### config.mk
export PLATFORM = sky130hd
export DESIGN_NAME = m_apb_mic
export DESIGN_NICKNAME = d
export VERILOG_FILES = /design/src/rtl/m_apb_mic.sv
export SDC_FILE = /design/constraint.sdc
export NUM_CORES = 1
export LEC_CHECK = 0
export ABC_CLOCK_PERIOD_IN_PS = 2800
export CAP_MARGIN = 30
export CORE_MARGIN = 1
export CORE_UTILIZATION = 35
export CTS_CLUSTER_SIZE = 8
export DETAILED_ROUTE_END_ITERATION = 7
export MAX_ROUTING_LAYER = met4
export PLACE_DENSITY = 0.67
export RECOVER_POWER = 25
export SLEW_MARGIN = 20
export SYNTH_ARGS = -nofsm -noshare
export SYNTH_HDL_FRONTEND = slang
export SYNTH_SLANG_ARGS = --single-unit
export TNS_END_PERCENT = 20
### constraint.sdc
create_clock -name clk -period 2.8 [get_ports clk]
set_input_delay 0.7 -clock clk [delete_from_list [all_inputs] [get_ports clk]]
set_output_delay 0.7 -clock clk [all_outputs]
set_load 0.005 [all_outputs]
### src/rtl/m_apb_mic.sv
// rtl/m_apb_mic.sv - APB completer to MIC requester bridge, one MIC packet per APB transfer.
// Define APB_MIC_RESPCHECK_EN to check response headers and report failures on PSLVERR.
module m_apb_mic #(
    parameter int          APB_ADDR_BITS = 16,
    parameter logic [31:0] MIC_BASE_ADDR = 32'h8000_0000,
    parameter logic [7:0]  ROUTE         = 8'h00
) (
    input  logic                     clk,
    input  logic                     reset,
    input  logic [APB_ADDR_BITS-1:0] PADDR,
    input  logic                     PSEL,
    input  logic                     PENABLE,
    input  logic                     PWRITE,
    input  logic [31:0]              PWDATA,
    output logic [31:0]              PRDATA,
    output logic                     PREADY,
    output logic                     PSLVERR,
    output logic                     O_TVALID,
    input  logic                     O_TREADY,
    output logic [63:0]              O_TDATA,
    output logic                     O_TLAST,
    input  logic                     I_TVALID,
    output logic                     I_TREADY,
    input  logic [63:0]              I_TDATA,
    input  logic                     I_TLAST
);

    localparam logic [2:0] S_IDLE  = 3'd0;
    localparam logic [2:0] S_WHDR  = 3'd1;
    localparam logic [2:0] S_WDATA = 3'd2;
    localparam logic [2:0] S_RHDR  = 3'd3;
    localparam logic [2:0] S_RESP  = 3'd4;
    localparam logic [2:0] S_DONE  = 3'd5;

    // Word address only; the byte offset bits have no meaning on a 32-bit single-word bus.
    logic unused_paddr;
    assign unused_paddr = ^PADDR[1:0];

    function automatic logic [63:0] mk_header(input logic [APB_ADDR_BITS-1:2] a, input logic wr);
        mk_header = {a[2] ? 8'hF0 : 8'h0F, ROUTE, 8'h00, 6'b0, 1'b0, wr,
                     MIC_BASE_ADDR[31:APB_ADDR_BITS], a[APB_ADDR_BITS-1:3], 3'b000};
    endfunction

    logic [2:0]  state_q, state_d;
    logic        hi_q, hi_d;
    logic        wr_q, wr_d;
    logic [31:0] wdata_q, wdata_d;
    logic [63:0] odata_q, odata_d;
    logic [31:0] prdata_q, prdata_d;
    // Response beat index, saturating: 0 header, 1 first data beat, 2 anything after.
    logic [1:0]  beat_q, beat_d;
`ifdef APB_MIC_RESPCHECK_EN
    logic        err_q, err_d;
`endif

    always_comb begin
        state_d  = state_q;
        hi_d     = hi_q;
        wr_d     = wr_q;
        wdata_d  = wdata_q;
        odata_d  = odata_q;
        prdata_d = prdata_q;
        beat_d   = beat_q;
`ifdef APB_MIC_RESPCHECK_EN
        err_d    = err_q;
`endif
        case (state_q)
            S_IDLE: begin
                if (PSEL && !PENABLE) begin
                    hi_d     = PADDR[2];
                    wr_d     = PWRITE;
                    wdata_d  = PWDATA;
                    odata_d  = mk_header(PADDR[APB_ADDR_BITS-1:2], PWRITE);
                    prdata_d = 32'h0;
                    beat_d   = 2'd0;
`ifdef APB_MIC_RESPCHECK_EN
                    err_d    = 1'b0;
`endif
                    state_d  = PWRITE ? S_WHDR : S_RHDR;
                end
            end
            S_WHDR: begin
                if (O_TREADY) begin
                    odata_d = hi_q ? {wdata_q, 32'h0} : {32'h0, wdata_q};
                    state_d = S_WDATA;
                end
            end
            S_WDATA, S_RHDR: begin
                if (O_TREADY) state_d = S_RESP;
            end
            S_RESP: begin
                if (I_TVALID) begin
`ifdef APB_MIC_RESPCHECK_EN
                    if (beat_q == 2'd0 && (!I_TDATA[33] || I_TDATA[32] != wr_q)) err_d = 1'b1;
`endif
                    if (beat_q == 2'd1 && !wr_q)
                        prdata_d = hi_q ? I_TDATA[63:32] : I_TDATA[31:0];
                    if (beat_q != 2'd2) beat_d = beat_q + 2'd1;
                    if (I_TLAST) state_d = S_DONE;
                end
            end
            S_DONE: begin
`ifdef APB_MIC_RESPCHECK_EN
                err_d   = 1'b0;
`endif
                state_d = S_IDLE;
            end
            default: state_d = S_IDLE;
        endcase
    end

    always_ff @(posedge clk) begin
        if (reset) begin
            state_q  <= S_IDLE;
            hi_q     <= 1'b0;
            wr_q     <= 1'b0;
            wdata_q  <= 32'h0;
            odata_q  <= 64'h0;
            prdata_q <= 32'h0;
            beat_q   <= 2'd0;
`ifdef APB_MIC_RESPCHECK_EN
            err_q    <= 1'b0;
`endif
        end else begin
            state_q  <= state_d;
            hi_q     <= hi_d;
            wr_q     <= wr_d;
            wdata_q  <= wdata_d;
            odata_q  <= odata_d;
            prdata_q <= prdata_d;
            beat_q   <= beat_d;
`ifdef APB_MIC_RESPCHECK_EN
            err_q    <= err_d;
`endif
        end
    end

    assign O_TVALID = (state_q == S_WHDR) || (state_q == S_WDATA) || (state_q == S_RHDR);
    assign O_TLAST  = (state_q == S_WDATA) || (state_q == S_RHDR);
    assign O_TDATA  = odata_q;
    assign I_TREADY = (state_q == S_RESP);
    assign PREADY   = (state_q == S_DONE);
`ifdef APB_MIC_RESPCHECK_EN
    assign PSLVERR  = (state_q == S_DONE) && err_q;
    assign PRDATA   = ((state_q == S_DONE) && err_q) ? 32'h0 : prdata_q;
`else
    assign PSLVERR  = 1'b0;
    assign PRDATA   = prdata_q;
`endif

endmodule
==> metrics.md <==
| Metric | Value |
|---|---|
| Reg-to-reg critical path endpoint | `wdata_q[21]` |
| Setup crit end | `I_TREADY` |
| Height of the chip | `129 um` |
| Clock-pin slew on the worst setup and hold paths | `about 60 ps` |
| Register-to-register setup slack | `640 ps` |
| Overflow left after global routing | `0` |
| Pwr Density | `641 nW/um2` |
| Routed wire length per instance | `about 15 um` |
| Antenna cell count | `0` |
| Deepest level of the CTS H-tree | `4` |
| Placer congestion estimate | `0.763` |
| Final Hold Vio Count | `0` |
| Worst Skew | `8.46 ps` |
| Antenna violations before repair | `0` |
| Antenna-violating nets left | `0` |
| Share of layout cells above drive strength 1 | `6.04%` |
| Max IR drop VDD | `0.493 mV` |
| Min Tclk post-route | `approximately 2500 ps` |
| Syn Inst Count | `684` |
| Timing startpoint of the critical path | `state_q[1]` |
| Num ports | `between 200 and 250` |
| Standby leakage power | `3.02 nW` |
| Cts-stage hold buffer count | `0` |
| Via count of the first global-routing pass | `5084` |
| Critical path start-end classification | `flip-flop to output port` |
| Router iterations before antenna repair | `5` |
| Core Region | `15400 um2` |
| Worst Path Max Fanout | `9` |
| Global-route wire length before repair | `26200 um` |
| Post-synthesis register bit count | `~140` |
| Number of synthesis warnings | `0` |
| Vias post-DR | `5430` |
| Maximum achievable frequency | `399 MHz` |
| Cell at the slowest stage of the critical path | `clkdlybuf4s50_1` |
| Placed Instances | `between 1000 and 1500` |
| Layout Area Growth over Synthesis | `52.1%` |
| Beginning of the worst register-to-register path | `state_q[2]` |
| List of cells traversed by the critical path | `or3b_1 > inv_1 > clkdlybuf4s50_1` |
| Maxcap violations | `0` |
| Number of sinks on the clock net | `135` |
| Outcome | `completed` |
| Net count reported at finish | `1004` |
| First DRT Iteration DRCs | `between 200 and 300` |
| All-layer global routing usage | `21.2%` |
| Startpoint Class | `flip-flop` |
| Non-Filler Instances | `1105` |
| Horizontal die dimension | `129 um` |
| Synthesized netlist net count | `806` |
| Register area share after synthesis | `between 40 and 50%` |
| Relative slew margins | `16.3%` |
| Rows | `45` |
| Most frequently used flop master after synthesis | `dfxtp_1` |
| Insertion delay of the later-clocked pin in the worst-skew pair | `between 400 and 500 ps` |
| Maximum number of pins on one net before global-route repair | `69` |
| Max stage delay on crit path | `530 ps` |
| Syn Std Cell Area | `~5600 um2` |
| Worst endpoint required time | `2100 ps` |
| Nature of the critical path endpoint | `output port` |
| Average cell area after synthesis | `~8 um2` |
| Fraction of the cycle the final worst path needs | `89.4%` |
| Worst path arrival time | `1800 ps` |
| Half-perimeter wire length after detailed placement | `11700 um` |
| Number of pins exceeding their max-slew limit in the final report | `0` |
| Final number of setup-violating endpoints | `0` |
| Quantity of gates resized following cts | `0` |
| Count of flip-flops with a built-in enable after synthesis | `0` |
| TritonCTS clock tree | `built` |
| Avg Vias per Cell | `4.91` |
| Number of remaining DRC errors | `0` |
| Asr flop ratio synth | `0%` |
| Number of library cell types mapped by synthesis | `36` |
| Total negative slack for setup checks | `0 ps` |
| Hold WC Path Type | `flip-flop to flip-flop` |
| Tightest Pin Transition | `1260 ps` |
| Setup repair after global routing missed its margin | `no` |
| Number of buffers inserted by port buffering | `around 220` |
| Total routed wirelength | `16700 um` |
| Total Die Area | `16600 um2` |
| Post-CTS setup buffers | `0` |
| Buffer type at the clock tree root | `clkbuf_16` |
| Initial Util | `36.4%` |
| CTS max path bufs | `2` |
| Depth of the worst register-to-register path | `6` |
| Total clock buffers created by CTS | `17` |
-- sequential cells by signal, indices dropped and copies added, names as in the netlist --
register  cells
O_TDATA      64
PRDATA       32
beat_q        2
hi_q          1
state_q       3
wdata_q      32
wr_q          1
-- worst max-delay path, delay by kind of cell, from the launching register on --
kind | cells | cell delay [ps]
buf+inv | 2 | 600
simple gates | 1 | 420
flops | 1 | 380
-- cells in the mapped netlist (6+ instances only) --
cell,count,area (um2)
dfxtp_1,135,2700
nand2_1,129,484
a21oi_1,69,345
nand3_1,60,300
nand2b_1,45,282
clkbuf_1,44,165
mux2i_1,32,320
or3_1,32,200
nor2_1,29,109
o21ai_1,22,110
o21ai_0,20,100
a311oi_1,14,123
a211oi_1,9,67.6
buf_2,6,30.0
-- layout by cell type (no fill, tap or decap), drive strengths merged, types with 29 or more instances in the layout --
cell type,instances
clkdlybuf4s50,172
dfxtp,135
nand2,129
a21oi,70
nand3,60
nand2b,45
dlygate4sd3,44
o21ai,42
mux2i,32
or3,32
nor2,29
-- stage by stage --
step	utilization, %	power (W)	setup WS (ps)	hold WS, ps	instance area (um2)
floorplan	-	0.00287	632	431	5620
global placement	52.0	0.00349	77.9	437	8030
detailed placement	52.0	0.00350	10.7	445	8030
CTS	55.6	0.00559	106	450	8580
global route	55.4	0.00576	164	464	8550
finish	55.4	0.00549	296	446	8550
-- routing by layer --
metal	track usage, %	wire, um
met4	6.64	152
met2	33.1	7720
met1	25.6	7340
met5	-	0
met3	7.28	1500
-- worst min path at each step --
stage,startpoint,to,slack [ps],cells after the start
floorplan,wr_q,wr_q,430,2
global placement,PRDATA[12],PRDATA[12],440,2
finish,PRDATA[28],PRDATA[28],450,2
CTS,PRDATA[24],PRDATA[24],450,2
global route,PRDATA[4],PRDATA[4],460,2
detailed placement,PRDATA[23],PRDATA[23],450,2
-- power by group --
group          total, W  leakage (nW)  switching [W]  internal, W
Combinational   0.00123          1.65       0.000658     0.000570
Sequential      0.00218          1.10       0.000109      0.00207
Clock           0.00208         0.269       0.000796      0.00128
-- kinds of logic (layout without fill, tap and decap cells) --
| logic type | count (synthesis) | count (layout) | synth area share, % |
|---|---|---|---|
| and+or+nand+nor | 310 | 310 | 26.5 |
| AOI/OAI and AO/OA | 141 | 141 | 14.3 |
| DFF | 135 | 135 | 48.1 |
| buffers and inverters | 63 | 273 | 4.94 |
| muxes | 32 | 32 | 5.70 |
| adders and majority gates | 2 | 2 | 0.445 |
| other | 1 | 1 | 0.0667 |
-- cell type report --
class                      count  area (um2)
timing repair buffer         237        2360
sequential                   135        2710
clock buffer                  23         478
tap                          211         264
clock inverter                 8        73.8
inverter                       5        18.8
multi-input combinational    486        2650
fill                        1487        6880
No activity file was read; power rests on OpenSTA's default activity.
